File: src/rtl/serv_fetch_align.sv
`default_nettype none
// +------------------------------------------------------------------------+
// | serv_fetch_align: realigns halfword-aligned RV32C fetches onto a       |
// | word-only memory bus using a one-halfword carry buffer.                |
// | Revision: 1.0                                                          |
// +------------------------------------------------------------------------+
module serv_fetch_align #(
  parameter int COMPRESSED = 1
) (
  input  logic        clk,
  input  logic        i_rst_n,
  input  logic [31:0] i_ibus_adr,
  input  logic        i_ibus_cyc,
  output logic [31:0] o_ibus_rdt,
  output logic        o_ibus_ack,
  output logic [31:0] o_wb_ibus_adr,
  output logic        o_wb_ibus_cyc,
  input  logic [31:0] i_wb_ibus_rdt,
  input  logic        i_wb_ibus_ack
);

  function automatic logic is_comp(input logic [15:0] h);
    return h[1:0] != 2'b11;
  endfunction

  generate
    if (COMPRESSED == 0) begin : g_passthru
      logic unused_bits;
      assign unused_bits   = ^{clk, i_rst_n};
      assign o_wb_ibus_adr = i_ibus_adr;
      assign o_wb_ibus_cyc = i_ibus_cyc;
      assign o_ibus_rdt    = i_wb_ibus_rdt;
      assign o_ibus_ack    = i_wb_ibus_ack;
    end else begin : g_realign
      localparam logic [1:0] S_IDLE     = 2'd0;
      localparam logic [1:0] S_FETCH_LO = 2'd1;
      localparam logic [1:0] S_FETCH_HI = 2'd2;
      localparam logic [1:0] S_ACK      = 2'd3;

      logic [1:0]  state_q, state_d;
      logic [15:0] buf_data_q, buf_data_d;
      logic [31:1] buf_tag_q, buf_tag_d;
      logic        buf_valid_q, buf_valid_d;
      logic [31:1] req_adr_q, req_adr_d;
      logic [31:0] wb_adr_q, wb_adr_d;
      logic        wb_cyc_q, wb_cyc_d;
      logic [31:0] rdt_q, rdt_d;
      logic        hit;
      logic        unused_bits;

      assign unused_bits = i_ibus_adr[0];
      assign hit = buf_valid_q && (buf_tag_q == i_ibus_adr[31:1]);

      always_ff @(posedge clk or negedge i_rst_n) begin
        if (!i_rst_n) state_q <= S_IDLE;
        else          state_q <= state_d;
      end

      always_ff @(posedge clk or negedge i_rst_n) begin
        if (!i_rst_n) begin
          buf_data_q  <= 16'h0000;
          buf_tag_q   <= '0;
          buf_valid_q <= 1'b0;
          req_adr_q   <= '0;
          wb_adr_q    <= 32'h0000_0000;
          wb_cyc_q    <= 1'b0;
          rdt_q       <= 32'h0000_0000;
        end else begin
          buf_data_q  <= buf_data_d;
          buf_tag_q   <= buf_tag_d;
          buf_valid_q <= buf_valid_d;
          req_adr_q   <= req_adr_d;
          wb_adr_q    <= wb_adr_d;
          wb_cyc_q    <= wb_cyc_d;
          rdt_q       <= rdt_d;
        end
      end

      always_comb begin
        state_d     = state_q;
        buf_data_d  = buf_data_q;
        buf_tag_d   = buf_tag_q;
        buf_valid_d = buf_valid_q;
        req_adr_d   = req_adr_q;
        wb_adr_d    = wb_adr_q;
        wb_cyc_d    = wb_cyc_q;
        rdt_d       = rdt_q;
        case (state_q)
          S_IDLE: begin
            if (i_ibus_cyc) begin
              req_adr_d = i_ibus_adr[31:1];
              if (i_ibus_adr[1] && hit && is_comp(buf_data_q)) begin
                state_d = S_ACK;
                rdt_d   = {16'h0000, buf_data_q};
              end else if (i_ibus_adr[1] && hit) begin
                state_d  = S_FETCH_HI;
                wb_adr_d = {i_ibus_adr[31:2] + 30'd1, 2'b00};
                wb_cyc_d = 1'b1;
              end else begin
                // Misses keep the old buffer; its tag can no longer match anyway.
                state_d  = S_FETCH_LO;
                wb_adr_d = {i_ibus_adr[31:2], 2'b00};
                wb_cyc_d = 1'b1;
              end
            end
          end
          S_FETCH_LO: begin
            if (wb_cyc_q && i_wb_ibus_ack) begin
              buf_data_d  = i_wb_ibus_rdt[31:16];
              buf_tag_d   = {req_adr_q[31:2], 1'b1};
              buf_valid_d = 1'b1;
              wb_cyc_d    = 1'b0;
              if (!req_adr_q[1]) begin
                state_d = S_ACK;
                rdt_d   = i_wb_ibus_rdt;
              end else if (is_comp(i_wb_ibus_rdt[31:16])) begin
                state_d = S_ACK;
                rdt_d   = {16'h0000, i_wb_ibus_rdt[31:16]};
              end else begin
                state_d  = S_FETCH_HI;
                wb_adr_d = {req_adr_q[31:2] + 30'd1, 2'b00};
              end
            end
          end
          S_FETCH_HI: begin
            // Entered with cyc low after a FETCH_LO word, giving one idle bus cycle.
            if (!wb_cyc_q) begin
              wb_cyc_d = 1'b1;
            end else if (i_wb_ibus_ack) begin
              rdt_d       = {i_wb_ibus_rdt[15:0], buf_data_q};
              buf_data_d  = i_wb_ibus_rdt[31:16];
              buf_tag_d   = {wb_adr_q[31:2], 1'b1};
              buf_valid_d = 1'b1;
              wb_cyc_d    = 1'b0;
              state_d     = S_ACK;
            end
          end
          S_ACK:   state_d = S_IDLE;
          default: state_d = S_IDLE;
        endcase
      end

      always_comb begin
        o_ibus_ack    = (state_q == S_ACK);
        o_ibus_rdt    = rdt_q;
        o_wb_ibus_adr = wb_adr_q;
        o_wb_ibus_cyc = wb_cyc_q;
      end
    end
  endgenerate

endmodule
`default_nettype wire

File: config.mk
export PLATFORM = sky130hd
export DESIGN_NAME = serv_fetch_align
export DESIGN_NICKNAME = d
export VERILOG_FILES = /design/src/rtl/serv_fetch_align.sv
export SDC_FILE = /design/constraint.sdc
export NUM_CORES = 1
export LEC_CHECK = 0
export ABC_AREA = 0
export BUFFER_PORTS_ARGS = -buffer_cell sky130_fd_sc_hd__buf_2
export CORE_UTILIZATION = 43
export CTS_CLUSTER_SIZE = 10
export DETAILED_ROUTE_END_ITERATION = 16
export PLACE_DENSITY = 0.67
export SLEW_MARGIN = 10
export SYNTH_ARGS = -nofsm -noshare
export SYNTH_HDL_FRONTEND = slang
export SYNTH_SLANG_ARGS = --single-unit
File: constraint.sdc
create_clock -name clk -period 3.3 [get_ports clk]
set_input_delay 0.66 -clock clk [delete_from_list [all_inputs] [get_ports clk]]
set_output_delay 0.66 -clock clk [all_outputs]
set_load 0.1 [all_outputs]
* Word-level counts from Yosys, hierarchy flattened
Cells that the tools add are included.
Cells by class: add/sub/neg operators 2, multipliers 0, div/mod/pow operators 0, $lt $le $gt $ge 0, eq/ne operators 15, shift-type cells 0, muxes and demuxes 42, bitwise gates (word level) 0, reduce and logical (&&, ||, !) cells 14
Operator list (count):
- 2-to-1 mux 32 bit | 13
- one-hot mux 32 bit (3 select lines) | 1
- 2-to-1 mux 31 bit | 3
- one-hot mux 32 bit (2 select lines) | 1
- one-hot mux 31 bit (2 select lines) | 1
- adder 30 x 1 -> 30 bit (second input constant) | 2
- 2-to-1 mux 16 bit | 3
- one-hot mux 16 bit (2 select lines) | 1
- equality test 31 bit | 1
- != test 2 bit (second input constant) | 10
- 2-to-1 mux 2 bit | 6
- AND reduction 4 bit | 3
- 2-to-1 mux 1 bit | 10
- one-hot mux 2 bit (4 select lines) | 1
- AND reduction 7 bit | 1
- AND reduction 6 bit | 1
- equality test 2 bit (second input constant) | 2
- logical AND 1 bit | 4
- nonzero test 2 bit | 2
- != test 3 bit (second input constant) | 1
- one-hot mux 1 bit (3 select lines) | 1
- nonzero test 3 bit | 1
- equality test 2 x 1 -> 1 bit (second input constant) | 1
- logical NOT 2 bit | 1
- 2 further kinds | 2
Storage, ports and cells: register bits 146, bits in latches 0, RAM bits 0, ROM bits 0, bits of input ports 68, memories kept 0

* Longest topological paths before layout
depth in word-level cells 7, mapped depth 11

* Least setup slack after synthesis
OpenSTA, ideal clock, no wires.
kind input -> register, from input i_ibus_adr[4], to register g_realign.rdt_q[10], in the netlist o_ibus_rdt[10], library setup time 0.125 ns, arrival 2.494 ns, data required time 3.175 ns, setup slack 0.681 ns, stages on the path 10, path buffers 3, cells stage by stage clkbuf_1 -> xor2_1 -> nor4_1 -> nand4_1 -> nor2_1 -> buf_4 -> a21boi_1 -> a2111o_1 -> buf_6 -> mux2_4
On the way: longest elaborated chain between the ends 6
Ends and longest elaborated chain:
- start: declaration | line 12 | input logic [31:0] i_ibus_adr,
- equality test 31 bit | line 52 | assign hit = buf_valid_q && (buf_tag_q == i_ibus_adr[31:1]);
- logical AND 1 bit | line 52
- logical AND 1 bit (2 in a row) | line 92 | if (i_ibus_adr[1] && hit && is_comp(buf_data_q)) begin
- != test 2 bit (no line)
- AND reduction 7 bit (no line)
- end signal: assignment | line 75 | rdt_q <= rdt_d;
- end: declaration | line 47 | logic [31:0] rdt_q, rdt_d;
Every way passes these cells. A chain may end at the register's enable or synchronous reset.

* Worst setup path after layout
from register g_realign.buf_tag_q[27] in the netlist's numbering, to register g_realign.wb_adr_q[30], in the netlist o_wb_ibus_adr[30]
On the way: longest elaborated chain between the ends 7, elaborated cells between the ends (all ways) 10, classes of those cells 2 x eq/ne; 4 x mux; 4 x reduce/logical
Ends and longest elaborated chain:
- start: declaration | line 42 | logic [31:1] buf_tag_q, buf_tag_d;
- start signal: assignment | line 70 | buf_tag_q <= buf_tag_d;
- equality test 31 bit (*) | line 52
- logical AND 1 bit (*) | line 52
- logical AND 1 bit (*) | line 92, 95
- 2-to-1 mux 32 bit | line 95 | end else if (i_ibus_adr[1] && hit) begin
- 2-to-1 mux 32 bit | line 92
- 2-to-1 mux 32 bit | line 90 | if (i_ibus_cyc) begin
- one-hot mux 32 bit (2 select lines) | line 88 | case (state_q)
- end signal: assignment | line 73 | wb_adr_q <= wb_adr_d;
- end: declaration | line 45 | logic [31:0] wb_adr_q, wb_adr_d;
Mark *: on every way between the ends. The rest lies on a longest branch, timed or not. The select of a mux whose other input is x is not followed.

==> summary.txt <==
Critical path
  • Critical-path maximum fanout: 37
  • Worst Path Arrival: 2.93 ns
  • Type of origin of the critical path: register
  • R2R Setup Slk: 0.68 ns
  • Worst EP required: 3.61 ns
  • Crit. End Element: register
  • Worst Setup Path Type: register to register

STA
  • FMAX: 381 MHz
  • Slew HR: 46.6%
  • Final period utilization: 79.4%
  • Final Skew: 0.00944 ns
  • Clock period minus worst slack: 2.62 ns
  • Slew Viols, Final: 0
  • Smallest hold slack: 0.151 ns
  • RSZ-0062 raised after global routing: no
  • Setup TNS: 0 ns
  • Final hold violation count: 0
  • Worst Tran Pin Value: 0.801 ns
  • Final setup violation count: 0

Global route
  • Vias in the first global route: 6297
  • Pin count of the biggest net entering global routing: 65
  • Grt ovf: 0
  • Gr usage total: 23.0%
  • First-pass GRT wire length: 34.6 mm
  • Initial antenna violation count: 1

Status
  • Status: finished clean

Synth
  • YS warnings: 0
  • Synthesized cell area: 8160 µm²
  • Synth Instances: 796
  • Largest area contributor in the netlist: dfrtp_1
  • Syn Area/Cell: 10.2 µm²
  • Top-area cell type share of the netlist area: 43.9%
  • Flop and latch count out of synthesis: 143
  • Yosys cell types: 45
  • Main area contributors after synthesis: dfrtp_1, mux2_2, xor2_1, mux2i_1, mux2_4
  • Post-synthesis sequential area ratio: 43.9%

Clock tree
  • Clock Latency Late Sink: 0.43 ns
  • Number of buffers created by CTS: 17
  • PostCTS Resize Cnt: 0
  • CTS tree: done
  • Root buf cell: clkbuf_16
  • Cts-stage hold buffer count: 0
  • Clock Tree Buf Depth: 2
  • Clock transition at the registers of the reported paths: 0.06 ns
  • Clk sinks: 143
  • H-Tree Depth: 4
  • Post-CTS Setup Inserts: 0

Routing
  • Final WL: 21.7 mm
  • DRT Pass-1 Iters: 5
  • Via count: 6473
  • Drt wl/cell: 18.7 µm
  • First DRT Iteration DRCs: 407
  • Post-route ant nets: 0
  • DRC violations left: 0
  • Via density: 5.58

Die
  • I/O pins: 134
  • Vert. Die Dim: 140 µm
  • Core area: 18600 µm²
  • Die area: 19500 µm²
  • Site Rows: 50
  • Die width: 140 µm
  • Starting Density: 43.8%

Layout
  • Area grow syn2layout: 18.2%
  • Nets@finish: 987
  • # diodes: 0
  • Layout cell share with drive strength beyond 1: 28.8%

Placed design
  • Routability cong.: 0.829
  • Dpl hpwl: 14.5 mm
  • # port buffers: 130

Flow run
  • Max Cap Viol: 0

Worst hold path
  • Hold Crit Class: input pin to async pin
-- critical path: stages (launching register included) --
cell and delay (ns):
dfrtp_1 0.39, xor2_1 0.19, nor4_1 0.42, nand4_1 0.18
nor2_2 0.23, buf_12 0.25, a31o_2 0.25, buf_4 0.25
a21oi_1 0.07, a32o_1 0.28
-- logic make-up (layout without fill, tap and decap cells) --
family / Yosys count / in the layout / share of synthesized area, %
buffers and inverters: 61 / 190 / 3.25
AND/OR/NAND/NOR: 257 / 257 / 15.2
adder cells (fa/ha/maj): 6 / 6 / 0.920
other: 1 / 2 / 0.0460
flip-flops: 143 / 143 / 43.9
XOR/XNOR: 79 / 79 / 8.48
AO/OA/AOI/OAI: 118 / 118 / 9.57
multiplexers: 131 / 131 / 18.7
-- metal layers --
layer  vias up  part of all wire, %  global-route usage, %
met3        31                  5.8                   4.68
met2       230                   46                   36.7
met5         -                0.051                      0
li1       3053                    -                      -
met4         2                  1.7                   8.44
met1      3157                   46                   30.9
-- layout make-up --
| cell class | instances | area (µm²) |
|---|---|---|
| Inverter | 5 | 18.8 |
| Clock buffer | 25 | 465 |
| Tap cell | 234 | 293 |
| Timing Repair Buffer | 153 | 892 |
| Clock inverter | 7 | 62.6 |
| Sequential cell | 143 | 3580 |
| Fill cell | 1746 | 9000 |
| Multi-Input combinational cell | 593 | 4330 |
-- Yosys cell counts (all sizes together) --
master	count
a2111o	1
a211oi	2
a21boi	1
a21o	2
a21oi	7
a22o	5
a22oi	16
a311oi	1
a31o	2
a31oi	3
a32o	2
a41oi	1
and2	4
and3	18
and4	3
buf	16
clkbuf	40
conb	1
dfrtp	143
ha	6
inv	5
mux2	80
mux2i	51
nand2	116
nand2b	5
nand3	35
nand3b	1
nand4	18
nor2	14
nor2b	24
nor3	7
nor4	9
o211ai	1
o21ai	52
o221ai	20
o311ai	1
o31ai	1
or2	2
or3	1
xnor2	15
xor2	64
-- cell usage in the layout, fill, tap and decap left out, drive strengths merged, types with 3 or more instances in the layout --
master	Yosys	routed
a21oi	7	7
a22o	5	5
a22oi	16	16
a31oi	3	3
and2	4	4
and3	18	18
and4	3	3
buf	16	153
clkbuf	40	25
clkinv	0	5
dfrtp	143	143
ha	6	6
inv	5	5
mux2	80	80
mux2i	51	51
nand2	116	116
nand2b	5	5
nand3	35	35
nand4	18	18
nor2	14	14
nor2b	24	24
nor3	7	7
nor4	9	9
o21ai	52	52
o221ai	20	20
xnor2	15	15
xor2	64	64
-- through the flow --
stage	setup slack [ns]	instance area (µm²)	instances	util, %
after floorplan	0.681	8160	797	-
after detailed placement	0.270	9110	1128	48.9
final	0.679	9640	1160	51.7
after CTS	0.651	9640	1160	51.7
after global placement	0.310	9110	1128	48.9
after global routing	0.496	9640	1160	51.7
-- registers in the layout (all words and copies together), names as in the netlist --
signal                flops
g_realign.req_adr_q      31
g_realign.state_q         2
o_wb_ibus_cyc             1
o_ibus_rdt               32
g_realign.buf_data_q     16
o_wb_ibus_adr            30
g_realign.buf_tag_q      31
-- worst paths after layout --
path / from / end / cells past startpoint
hold reg to reg: g_realign.buf_tag_q[1] / g_realign.buf_tag_q[1] / 1
max in group asynchronous: i_rst_n / g_realign.req_adr_q[16] / 2
min in group clk: g_realign.buf_tag_q[1] / g_realign.buf_tag_q[1] / 1
hold / removal: i_rst_n / o_ibus_rdt[2] / 1
setup reg to reg: g_realign.buf_tag_q[27] / o_wb_ibus_adr[30] / 9
setup / recovery: g_realign.buf_tag_q[27] / o_wb_ibus_adr[30] / 9
Power is not shown: default switching activity piles up to over one toggle a cycle in this logic, so the estimate is an artifact.
